[config.mk]
export PLATFORM = sky130hd
export DESIGN_NAME = regfile_debug_scanner_flat
export DESIGN_NICKNAME = d
export VERILOG_FILES = /design/src/rtl/regfile_debug_scanner_if.sv /design/src/rtl/regfile_debug_scanner.sv /design/src/flat_wrapper.sv
export SDC_FILE = /design/constraint.sdc
export NUM_CORES = 1
export LEC_CHECK = 0
export BUFFER_PORTS_ARGS = -buffer_cell sky130_fd_sc_hd__buf_2
export CORE_MARGIN = 1.5
export CORE_UTILIZATION = 36
export CTS_BUF_LIST = sky130_fd_sc_hd__clkbuf_8 sky130_fd_sc_hd__clkbuf_16
export DETAILED_ROUTE_END_ITERATION = 10
export GPL_ROUTABILITY_DRIVEN = 0
export PLACE_DENSITY = 0.63
export SLEW_MARGIN = 20
export SYNTH_ARGS = -nofsm -noshare
export SYNTH_HDL_FRONTEND = slang
export SYNTH_SLANG_ARGS = --single-unit
[constraint.sdc]
create_clock -name clk -period 2.5 [get_ports clk]
set_input_delay 0.25 -clock clk [delete_from_list [all_inputs] [get_ports clk]]
set_output_delay 0.25 -clock clk [all_outputs]
set_load 0.01 [all_outputs]
[src/rtl/regfile_debug_scanner_if.sv]
// Output word stream of the register-file debug scanner: valid/ready handshake
// carrying the register index, its captured value and an end-of-dump flag.
interface regfile_debug_scanner_if #(
  parameter int unsigned ADDR_W = 5,
  parameter int unsigned DATA_W = 32
) ();
  logic              valid;
  logic              ready;
  logic [ADDR_W-1:0] index;
  logic [DATA_W-1:0] data;
  logic              last;

  modport master (output valid, index, data, last, input ready);
  modport slave  (input valid, index, data, last, output ready);
endinterface

[src/rtl/regfile_debug_scanner.sv]
// Reads the CPU register file through its debug port and streams the values out,
// either every register in ascending order or a single selected one.
module regfile_debug_scanner #(
  parameter int unsigned NUM_REGS = 32,
  parameter int unsigned ADDR_W   = 5,
  parameter int unsigned DATA_W   = 32
) (
  input  logic                    clk,
  input  logic                    rst,
  input  logic                    start,
  input  logic                    single,
  input  logic [ADDR_W-1:0]       sel_reg,
  output logic [ADDR_W-1:0]       debug_input,
  input  logic [DATA_W-1:0]       debug_output,
  regfile_debug_scanner_if.master out,
  output logic                    busy,
  output logic                    done
);

  localparam logic [1:0] StIdle  = 2'd0;
  localparam logic [1:0] StFetch = 2'd1;
  localparam logic [1:0] StSend  = 2'd2;
  localparam logic [1:0] StDone  = 2'd3;

  localparam logic [ADDR_W-1:0] LastIdx = ADDR_W'(NUM_REGS - 1);

  logic [1:0]        state_q, state_d;
  logic [ADDR_W-1:0] idx_q, idx_d;
  logic              single_q, single_d;
  logic              valid_q, valid_d;
  logic [ADDR_W-1:0] oidx_q, oidx_d;
  logic [DATA_W-1:0] data_q, data_d;
  logic              last_q, last_d;

  always_comb begin
    state_d  = state_q;
    idx_d    = idx_q;
    single_d = single_q;
    valid_d  = valid_q;
    oidx_d   = oidx_q;
    data_d   = data_q;
    last_d   = last_q;
    unique case (state_q)
      StIdle: begin
        if (start) begin
          idx_d    = single ? sel_reg : '0;
          single_d = single;
          state_d  = StFetch;
        end
      end
      StFetch: begin
        // Address has been stable for a full cycle, so the read data is settled.
        data_d  = debug_output;
        oidx_d  = idx_q;
        last_d  = single_q || (idx_q == LastIdx);
        valid_d = 1'b1;
        state_d = StSend;
      end
      StSend: begin
        if (valid_q && out.ready) begin
          valid_d = 1'b0;
          if (last_q) begin
            state_d = StDone;
          end else begin
            idx_d   = idx_q + ADDR_W'(1);
            state_d = StFetch;
          end
        end
      end
      StDone: begin
        state_d = StIdle;
      end
      default: begin
        state_d = StIdle;
      end
    endcase
  end

  always_ff @(posedge clk) begin
    if (rst) begin
      state_q  <= StIdle;
      idx_q    <= '0;
      single_q <= 1'b0;
      valid_q  <= 1'b0;
      oidx_q   <= '0;
      data_q   <= '0;
      last_q   <= 1'b0;
    end else begin
      state_q  <= state_d;
      idx_q    <= idx_d;
      single_q <= single_d;
      valid_q  <= valid_d;
      oidx_q   <= oidx_d;
      data_q   <= data_d;
      last_q   <= last_d;
    end
  end

  // The scan index register doubles as the registered debug address.
  assign debug_input = idx_q;
  assign out.valid   = valid_q;
  assign out.index   = oidx_q;
  assign out.data    = data_q;
  assign out.last    = last_q;
  assign busy        = (state_q == StFetch) || (state_q == StSend);
  assign done        = (state_q == StDone);

endmodule

[src/flat_wrapper.sv]
// flat-port wrapper written by rule: the top's interface ports become plain ports
module regfile_debug_scanner_flat 
#(
  parameter int unsigned NUM_REGS = 32,
  parameter int unsigned ADDR_W   = 5,
  parameter int unsigned DATA_W   = 32
)
  (clk, rst, start, single, sel_reg, debug_input, debug_output, busy, done, out_valid, out_index, out_data, out_last, out_ready);
  regfile_debug_scanner_if #(.ADDR_W(ADDR_W), .DATA_W(DATA_W)) out_i ();
  input  logic clk;
  input  logic rst;
  input  logic start;
  input  logic single;
  input  logic [ADDR_W-1:0] sel_reg;
  output logic [ADDR_W-1:0] debug_input;
  input  logic [DATA_W-1:0] debug_output;
  output logic busy;
  output logic done;
  output wire logic [$bits(out_i.valid)-1:0] out_valid;
  output wire logic [$bits(out_i.index)-1:0] out_index;
  output wire logic [$bits(out_i.data)-1:0] out_data;
  output wire logic [$bits(out_i.last)-1:0] out_last;
  input wire logic [$bits(out_i.ready)-1:0] out_ready;
  assign out_valid = out_i.valid;
  assign out_index = out_i.index;
  assign out_data = out_i.data;
  assign out_last = out_i.last;
  assign out_i.ready = out_ready;
  regfile_debug_scanner #(.NUM_REGS(NUM_REGS), .ADDR_W(ADDR_W), .DATA_W(DATA_W)) u_core (.clk(clk), .rst(rst), .start(start), .single(single), .sel_reg(sel_reg), .debug_input(debug_input), .debug_output(debug_output), .out(out_i), .busy(busy), .done(done));
endmodule
==> results of run 1 <==
-- synth_stat cells --
master,instances,share of area
dfxtp_1,47,0.49
nor2_1,44,0.086
mux2i_1,38,0.20
ha_1,8,0.052
nand2_1,8,0.016
a21oi_1,6,0.016
buf_2,5,0.013
nor3_1,5,0.013
clkbuf_1,4,0.0079
inv_1,4,0.0079
o21ai_0,3,0.0079
a211oi_1,2,0.0079
a21o_1,2,0.0079
a221oi_1,2,0.0092
and3_1,2,0.0065
nand3_1,2,0.0052
nor2b_1,2,0.0065
a21oi_2,1,0.0046
a31oi_1,1,0.0033
a32o_1,1,0.0052
and2_1,1,0.0033
buf_4,1,0.0039
clkbuf_8,1,0.0072
mux2_2,1,0.0059
nand3b_1,1,0.0039
nand4_1,1,0.0033
o2bb2ai_1,1,0.0046
-- power by group --
part / leakage, nW / internal (W) / switching, W
clock: 0.0453 / 0.000192 / 0.000246
combinational: 0.777 / 0.000342 / 0.000382
sequential: 0.385 / 0.000871 / 0.0000752
-- final timing paths --
kind	end	slack (ns)	from	depth (start not counted)
worst max-delay path	u_core.debug_input[4]	0.70	u_core.state_q[0]	6
worst min-delay path	u_core.out.data[25]	0.19	debug_output[25]	3
worst max register to register	u_core.debug_input[4]	0.70	u_core.state_q[0]	6
worst min register to register	u_core.single_q	0.47	u_core.single_q	2
-- layout by cell type (no fill, tap or decap), types with 3 or more instances in the layout --
cell / netlist / final
ha_1: 8 / 7
buf_2: 5 / 87
mux2i_1: 38 / 38
nand2_1: 8 / 8
dfxtp_1: 47 / 47
clkbuf_8: 1 / 5
inv_1: 4 / 5
o21ai_0: 3 / 3
nor2_1: 44 / 44
a21oi_1: 6 / 6
nor3_1: 5 / 5
-- layer usage --
metal | GRT usage | part of all wire | vias to the layer above
met1 | 0.176 | 0.49 | 672
met3 | 0.0503 | 0.084 | 6
met2 | 0.206 | 0.41 | 62
li1 | - | - | 825
met4 | 0.0536 | 0.014 | 0
met5 | 0 | 0 | -
-- registers in the layout, indices dropped and copies added (netlist names) --
register and flops:
u_core.out.data 32, u_core.state_q 2, u_core.single_q 1, u_core.out.last 1, u_core.debug_input 5, u_core.out.index 5, u_core.out.valid 1
-- cell families (layout without fill, tap and decap cells) --
| family | Yosys count | after routing | synth area share |
|---|---|---|---|
| AO/OA/AOI/OAI | 19 | 19 | 0.0661 |
| flip-flops | 47 | 47 | 0.492 |
| AND/OR/NAND/NOR | 66 | 66 | 0.144 |
| buffers and inverters | 15 | 100 | 0.0399 |
| adder cells (fa/ha/maj) | 8 | 8 | 0.0524 |
| multiplexers | 39 | 39 | 0.205 |
-- area by class of cell --
| class | count | share of cell area |
|---|---|---|
| well taps | 70 | 0.0353 |
| repair buffers | 88 | 0.184 |
| clock buffers | 5 | 0.0277 |
| clock inverters | 3 | 0.00656 |
| flip-flops and latches | 47 | 0.379 |
| multi-input cells | 132 | 0.361 |
| inverters | 4 | 0.00605 |
-- stage by stage --
step / std cells / hold WS [ns] / instance area, sq um / power [W] / utilization
6_report: 349 / 0.185 / 2480 / 0.00211 / 0.486
5_1_grt: 349 / 0.182 / 2480 / 0.00227 / 0.486
4_1_cts: 349 / 0.178 / 2480 / 0.00214 / 0.486
3_5_place_dp: 341 / 0.459 / 2390 / 0.00169 / 0.469
3_3_place_gp: 341 / 0.447 / 2390 / 0.00169 / 0.469
2_1_floorplan: 194 / 0.397 / 1910 / 0.00147 / -
-- critical path: stages (launching register included) --
cell and delay (ns):
dfxtp_1 0.35, inv_1 0.13, ha_1 0.44, mux2i_1 0.21, a21o_1 0.23, a221oi_1 0.22, nor3_1 0.07
==> qor.yml, run 1 <==
sta:
  finalWorstSetupSlack_ns: 0.704
  fin_crit_ns: 1.80
  final.setup.tns_ns: 0
  hold_violations: 0
  finalMaxSlewViolations: 0
  fmax_mhz: 557
  worst_pin_slew_ns: 0.841
  timing.final.crit_share: 0.718
  finalSetupViolations: 0
  clock_skew_ns: 0.00562
  rsz0062_at_grt: "false"
  slew_headroom: 0.439
pwr:
  peakVddDrop_v: 0.000376
  p_leak_nw: 1.21
  p_per_area_nw_per_um2: 850
yosys:
  netlist_area_sq_um: 1910
  synth_cell_type_count: 27
  synthCells: 194
  synth.avg_cell_area_sq_um: 9.85
  synth_warnings: 0
  synthesis.nets: 244
  ys_seq_area_frac: 0.492
  ys_seq_elements: 47
global_route:
  overflow: 0
  grt_use_total: 0.136
  grt_max_degree: 48
  grt_pass1_wl_mm: 5.93
  antenna_found_initial: 0
  grt_pass1_vias: 1308
die:
  ios: 88
  core.rowCount: 26
  die_area_sq_um: 5750
  initial_core_util: 0.374
  core-area_sq_um: 5110
  die_width_um: 75.9
  die_h_um: 75.9
detailed_routing:
  postRouteAntennaNets: 0
  wirelength_mm: 3.92
  wl_per_cell_um: 11.2
  drtPass1Iterations: 4
  drc_errors: 0
  vias: 1565
  drt_iter0_markers: 54
  drt-vias-per-instance: 4.48
clock_tree:
  cts-resized-gates: 0
  cts_hold_buf: 0
  cts_tree: "done"
  clk-insertion-delay-late_ns: 0.29
  htreeDepth: 2
  clk_pin_slew_ns: 0.09
  postCtsSetupBuffers: 0
  clkSinkCount: 47
  ctsLongestPathBuffers: 2
  cts_buffers: 5
  root_buffer: "clkbuf_8"
setup_path:
  cp.required_ns: 2.65
  path_class: "flop to flop"
  crit_path_end_kind: "flop"
  crit_path_max_fanout: 13
  start_kind: "flop"
  cp.arrival_ns: 1.95
placed_design:
  place_hpwl_mm: 2.75
  numPortBuffers: 87
  preCtsSetupSlack_ns: 0.738
cells_and_area:
  multi_input_area_sq_um: 896
  fin_nets: 328
  synthToLayoutAreaGrowth_pct: 29.8
  drive_above_1_share: 0.351
  nFillCells: 499
  antennaDiodeCount: 0
  register_area_sq_um: 941
outcome:
  status: "completed"
min_path:
  hp-class: "primary input to flop"
run:
  cap_violations: 0
No activity file was read; power rests on OpenSTA's default activity.
==> inputs of run 2 (changes only) <==
--- a/config.mk
+++ b/config.mk
@@ -11,7 +11,7 @@
 export CTS_BUF_LIST = sky130_fd_sc_hd__clkbuf_8 sky130_fd_sc_hd__clkbuf_16
 export DETAILED_ROUTE_END_ITERATION = 10
 export GPL_ROUTABILITY_DRIVEN = 0
-export PLACE_DENSITY = 0.63
+export PLACE_DENSITY = 0.66
 export SLEW_MARGIN = 20
 export SYNTH_ARGS = -nofsm -noshare
 export SYNTH_HDL_FRONTEND = slang
==> constraint.sdc (replaced) <==
create_clock -name clk -period 1.5 [get_ports clk]
set_input_delay 0.15 -clock clk [delete_from_list [all_inputs] [get_ports clk]]
set_output_delay 0.15 -clock clk [all_outputs]
set_load 0.01 [all_outputs]
==> qor.yml, run 2 (same netlist as run 1, synthesis figures left out) <==
global_route:
  met3_usage: 0.0384  # -0.0119
  grt-busiest-layer: "met2"
  use_met1: 0.158  # -0.0178
  grt_max_degree: 31  # -35%
  grt_use_total: 0.134  # -0.00192
  grt.met2_usage: 0.229  # +0.0232
  overflow: 0  # unchanged
  grt_pass1_wl_mm: 5.88  # -0.94%
  grt_pass1_vias: 1402  # +7.2%
  antenna_found_initial: 0  # unchanged
die:
  die_h_um: 75.9  # unchanged
  die_area_sq_um: 5750  # unchanged
  core.rowCount: 26  # unchanged
  core-area_sq_um: 5110  # unchanged
  ios: 88  # unchanged
  die_width_um: 75.9  # unchanged
  initial_core_util: 0.374  # unchanged
min_path:
  hp-class: "primary input to flop"
  min_from: "debug_output[19]"
  holdPathStages: 3  # unchanged
  hold-path-endpoint: "u_core.out.data[19]"
setup_path:
  start_kind: "flop"
  reg2reg_from: "u_core.state_q[1]"
  r2r-end: "u_core.debug_input[1]"
  slowest_stage: "dfxtp_2"
  cp.arrival_ns: 1.62  # -0.33 ns
  crit_chain: "inv_2 > ha_2 > mux2i_2 > a21o_1 > a221oi_1 > nor3_1"
  critical-path-max-stage-delay_ns: 0.39  # -0.05 ns
  crit_path_end_kind: "flop"
  path_class: "flop to flop"
  r2r_cells: 6  # unchanged
  cp.required_ns: 1.68  # -0.97 ns
  crit_path_max_fanout: 5  # -8
  rrSetupSlack_ns: 0.06  # -0.64 ns
detailed_routing:
  postRouteAntennaNets: 0  # unchanged
  wirelength_mm: 3.96  # +1.1%
  wl_per_cell_um: 11.0  # -1.7%
  drtPass1Iterations: 4  # unchanged
  drt-vias-per-instance: 4.59  # +2.4%
  drc_errors: 0  # unchanged
  vias: 1648  # +5.3%
  drt_iter0_markers: 40  # -26%
sta:
  finalMaxSlewViolations: 0  # unchanged
  finalWorstSetupSlack_ns: 0.0592  # -0.645 ns
  slew_headroom: 0.759  # +0.319
  hold_violations: 0  # unchanged
  timing.final.crit_share: 0.961  # +0.242
  clock_skew_ns: 0.00480  # -0.000821 ns
  whs_ns: 0.0913  # -0.0940 ns
  worst_pin_slew_ns: 0.362  # -0.479 ns
  fin_crit_ns: 1.44  # -0.355 ns
  finalSetupViolations: 0  # unchanged
  fmax_mhz: 694  # +25%
cells_and_area:
  antennaDiodeCount: 0  # unchanged
  fin_area_sq_um: 2630  # +5.9%
  fin_nets: 339  # +3.4%
  largest_register_ffs: 32  # unchanged
  layout_commonest_cell: "buf_2"
  nFillCells: 482  # -3.4%
  final_cell_mix: "87 x buf_2, 46 x dfxtp_1, 44 x nor2_1"
  synthToLayoutAreaGrowth_pct: 37.5
  drive_above_1_share: 0.405  # +0.0536
clock_tree:
  root_buffer: "clkbuf_8"
  cts_hold_buf: 0  # unchanged
  cts_tree: "done"
  ctsLongestPathBuffers: 2  # unchanged
  postCtsSetupBuffers: 0  # unchanged
  htreeDepth: 2  # unchanged
  cts_buffers: 5  # unchanged
  clk_pin_slew_ns: 0.08  # about the same
  clk-insertion-delay-late_ns: 0.29  # about the same
  clkSinkCount: 47  # unchanged
placed_design:
  preCtsSetupSlack_ns: -0.00887  # -0.746 ns
  placed_area_sq_um: 2500  # +4.5%
  numPortBuffers: 87  # unchanged
  place_hpwl_mm: 2.99  # +8.9%
pwr:
  peakVddDrop_v: 0.000577  # +53%
  p_leak_nw: 1.27  # +5.6%
  p_per_area_nw_per_um2: 1410  # +66%
outcome:
  status: "completed"
run:
  cap_violations: 0  # unchanged
## run 2: cell count changes in the layout (fill, tap and decap cells not counted), moves of 2 or more
cell    delta
inv_2      +2
inv_1      -3
ha_1       -2
buf_12     +2
buf_4      +9
## run 2: worst max-delay path by stage
stage,from,endpoint,slack (ns),cells after the start
2_1_floorplan,u_core.debug_input[0],u_core.debug_input[4],0.02,5
3_3_place_gp,u_core.state_q[0],u_core.debug_input[4],0.06,6
3_5_place_dp,u_core.state_q[0],u_core.debug_input[4],-0.009,7
4_1_cts,u_core.state_q[1],u_core.debug_input[4],0.04,7
5_1_grt,u_core.state_q[1],u_core.debug_input[1],-0.0005,6
6_report,u_core.state_q[1],u_core.debug_input[1],0.06,6
## run 2: worst max-delay path: cells and delay by family (launching register included)
family,cells,cell delay (ns)
AOI/OAI and AO/OA,2,0.45
adders and majority gates,1,0.20
buffers and inverters,1,0.08
DFF,1,0.39
muxes,1,0.16
and+or+nand+nor,1,0.07
## run 2: layout make-up
type                    count  area (sq um)  share of cell area
clock buffers               6          82.6              0.0314
clock inverters             1          5.00             0.00191
inverters                   4          15.0             0.00572
multi-input cells         132           931               0.354
flip-flops and latches     47           942               0.359
well taps                  70          87.6              0.0333
repair buffers             99           563               0.214
## run 2: per-stage QoR
stage           util  instances  total power, W  setup TNS, ns
4_1_cts        0.508        359         0.00372              0
2_1_floorplan      -        194         0.00244              0
3_3_place_gp   0.490        352         0.00293              0
6_report       0.514        359         0.00370              0
5_1_grt        0.514        359         0.00396      -0.000514
3_5_place_dp   0.490        352         0.00295        -0.0148
## run 2: repair_timing
action | in CTS | in global routing
endpoints found under the setup margin | 3 | 15
resized for setup | 2 | 8
cloned | 0 | 0
## run 2: routing by layer
| metal | wire length [um] | share of wire |
|---|---|---|
| met3 | 267 | 0.067 |
| met5 | 0 | 0 |
| met1 | 1910 | 0.48 |
| met2 | 1750 | 0.44 |
| met4 | 42 | 0.011 |
## run 2: where the power goes
part / internal, W / switching [W] / total (W)
clock: 0.000362 / 0.000382 / 0.000744
combinational: 0.000693 / 0.000692 / 0.00138
sequential: 0.00145 / 0.000118 / 0.00157
total: 0.00251 / 0.00119 / 0.00370
==> inputs of run 3 (changes only) <==
--- a/config.mk
+++ b/config.mk
@@ -11,7 +11,7 @@
 export CTS_BUF_LIST = sky130_fd_sc_hd__clkbuf_8 sky130_fd_sc_hd__clkbuf_16
 export DETAILED_ROUTE_END_ITERATION = 10
 export GPL_ROUTABILITY_DRIVEN = 0
-export PLACE_DENSITY = 0.66
+export PLACE_DENSITY = 0.63
 export SLEW_MARGIN = 20
 export SYNTH_ARGS = -nofsm -noshare
 export SYNTH_HDL_FRONTEND = slang
==> constraint.sdc (replaced) <==
create_clock -name clk -period 1.52 [get_ports clk]
set_input_delay 0.152 -clock clk [delete_from_list [all_inputs] [get_ports clk]]
set_output_delay 0.152 -clock clk [all_outputs]
set_load 0.01 [all_outputs]
==> qor.yml, run 3 (same netlist as run 1, synthesis figures left out) <==
cells_and_area:
  register_area_sq_um: 942  # unchanged
  layout_commonest_cell: "buf_2"
  largest_register_ffs: 32  # unchanged
  antennaDiodeCount: 0  # unchanged
  multi_input_area_sq_um: 950  # +2.0%
  synthToLayoutAreaGrowth_pct: 40.0
  fin_nets: 339  # unchanged
  drive_above_1_share: 0.410  # +0.00550
  nFillCells: 497  # +3.1%
  final_cell_mix: "87 x buf_2, 46 x dfxtp_1, 44 x nor2_1"
detailed_routing:
  wl_per_cell_um: 11.8  # +6.5%
  drtPass1Iterations: 4  # unchanged
  drc_errors: 0  # unchanged
  drt-vias-per-instance: 4.59  # about the same
  drt_iter0_markers: 60  # +50%
  postRouteAntennaNets: 0  # unchanged
  wirelength_mm: 4.23  # +6.8%
  vias: 1651  # +0.18%
clock_tree:
  root_buffer: "clkbuf_8"
  clk-insertion-delay-late_ns: 0.29  # about the same
  clk_pin_slew_ns: 0.09  # about the same
  ctsLongestPathBuffers: 2  # unchanged
  cts_buffers: 5  # unchanged
  htreeDepth: 2  # unchanged
  postCtsSetupBuffers: 0  # unchanged
  cts-resized-gates: 0  # -2
  cts_hold_buf: 0  # unchanged
  cts_tree: "done"
  clkSinkCount: 47  # unchanged
global_route:
  overflow: 0  # unchanged
  grt_max_degree: 31  # unchanged
  grt_use_total: 0.146  # +0.0116
  grt_pass1_vias: 1427  # +1.8%
  grt_pass1_wl_mm: 6.27  # +6.7%
  antenna_found_initial: 0  # unchanged
setup_path:
  cp.required_ns: 1.71  # +0.03 ns
  cp_common_cell: "ha_1"
  crit_path_end_kind: "flop"
  path_class: "flop to flop"
  reg2reg_from: "u_core.debug_input[0]"
  crit_chain: "ha_1 > and3_1 > ha_1 > a221oi_2 > nor3_1"
  slowest_stage: "dfxtp_1"
  cp.arrival_ns: 1.65  # +0.03 ns
  rrSetupSlack_ns: 0.06  # about the same
  critical-path-max-stage-delay_ns: 0.32  # -0.07 ns
  start_kind: "flop"
  crit_path_max_fanout: 2  # -3
  crit_path_start: "u_core.debug_input[0]"
sta:
  fin_crit_ns: 1.46  # +0.0223 ns
  worst_pin_slew_ns: 0.361  # -0.000961 ns
  finalMaxSlewViolations: 0  # unchanged
  timing.final.crit_share: 0.963  # +0.00201
  finalSetupViolations: 0  # unchanged
  fmax_mhz: 684  # -1.5%
  final.setup.tns_ns: 0  # unchanged
  rsz0062_at_grt: "false"
  clock_skew_ns: 0.00471  # -0.0000829 ns
  hold_violations: 0  # unchanged
  slew_headroom: 0.760  # about the same
die:
  initial_core_util: 0.374  # unchanged
  core-area_sq_um: 5110  # unchanged
  core.rowCount: 26  # unchanged
  ios: 88  # unchanged
  die_width_um: 75.9  # unchanged
  die_area_sq_um: 5750  # unchanged
  die_h_um: 75.9  # unchanged
min_path:
  hp-class: "primary input to flop"
  min_from: "debug_output[9]"
pwr:
  p_leak_nw: 1.29  # +1.5%
  peakVddDrop_v: 0.000686  # +19%
  p_total_w: 0.00389  # +5.2%
  p_per_area_nw_per_um2: 1460  # +3.3%
placed_design:
  numPortBuffers: 87  # unchanged
  place_hpwl_mm: 2.99  # -0.17%
run:
  cap_violations: 0  # unchanged
outcome:
  status: "completed"
==> run 3: cell types whose count changed in the layout (fill, tap and decap cells not counted) <==
cell / delta
a21oi_2: +1
bufinv_16: +1
a221oi_1: -1
a221oi_2: +1
a21oi_4: -1
ha_2: -2
ha_4: +2
==> run 3: final timing paths <==
path,endpoint,cells past startpoint
worst max-delay path,u_core.debug_input[4],5
worst min-delay path,u_core.out.data[9],3
worst max register to register,u_core.debug_input[4],5
worst min register to register,u_core.single_q,2
==> run 3: worst max-delay path: cells and delay by family, from the launching register on <==
family	cells	cell delay, ns
flip-flops	1	0.32
AO/OA/AOI/OAI	1	0.28
AND/OR/NAND/NOR	2	0.26
adder cells (fa/ha/maj)	2	0.50
==> run 3: metrics by stage <==
step | instance area (sq um) | utilization | hold WS [ns] | instances | setup WS, ns
4_1_cts | 2620 | 0.513 | 0.0743 | 360 | 0.0192
3_3_place_gp | 2500 | 0.490 | 0.382 | 352 | 0.0772
6_report | 2680 | 0.524 | 0.0835 | 360 | 0.0570
2_1_floorplan | 1910 | - | 0.299 | 194 | 0.0439
5_1_grt | 2680 | 0.524 | 0.0788 | 360 | 0.00693
3_5_place_dp | 2500 | 0.490 | 0.393 | 352 | 0.0405
==> run 3: metal layers <==
layer	up-vias	wire, um	global-route usage
met5	-	0	0
met4	0	25	0.0536
met3	2	332	0.0622
met2	64	1880	0.227
met1	742	1990	0.179
li1	843	-	-
==> run 3: power breakdown <==
group	total (W)	switching (W)	internal, W	leakage [nW]
clock	0.000940	0.000407	0.000532	0.0612
sequential	0.00155	0.000115	0.00143	0.385
combinational	0.00140	0.000700	0.000704	0.848
total	0.00389	0.00122	0.00267	1.29
==> run 3: layout make-up <==
type                            instances  share of cell area
Multi-Input combinational cell        132               0.355
Sequential cell                        47               0.352
Timing Repair Buffer                   99               0.210
Tap cell                               70              0.0327
Clock buffer                            6              0.0309
Clock inverter                          2              0.0131
Inverter                                4             0.00561
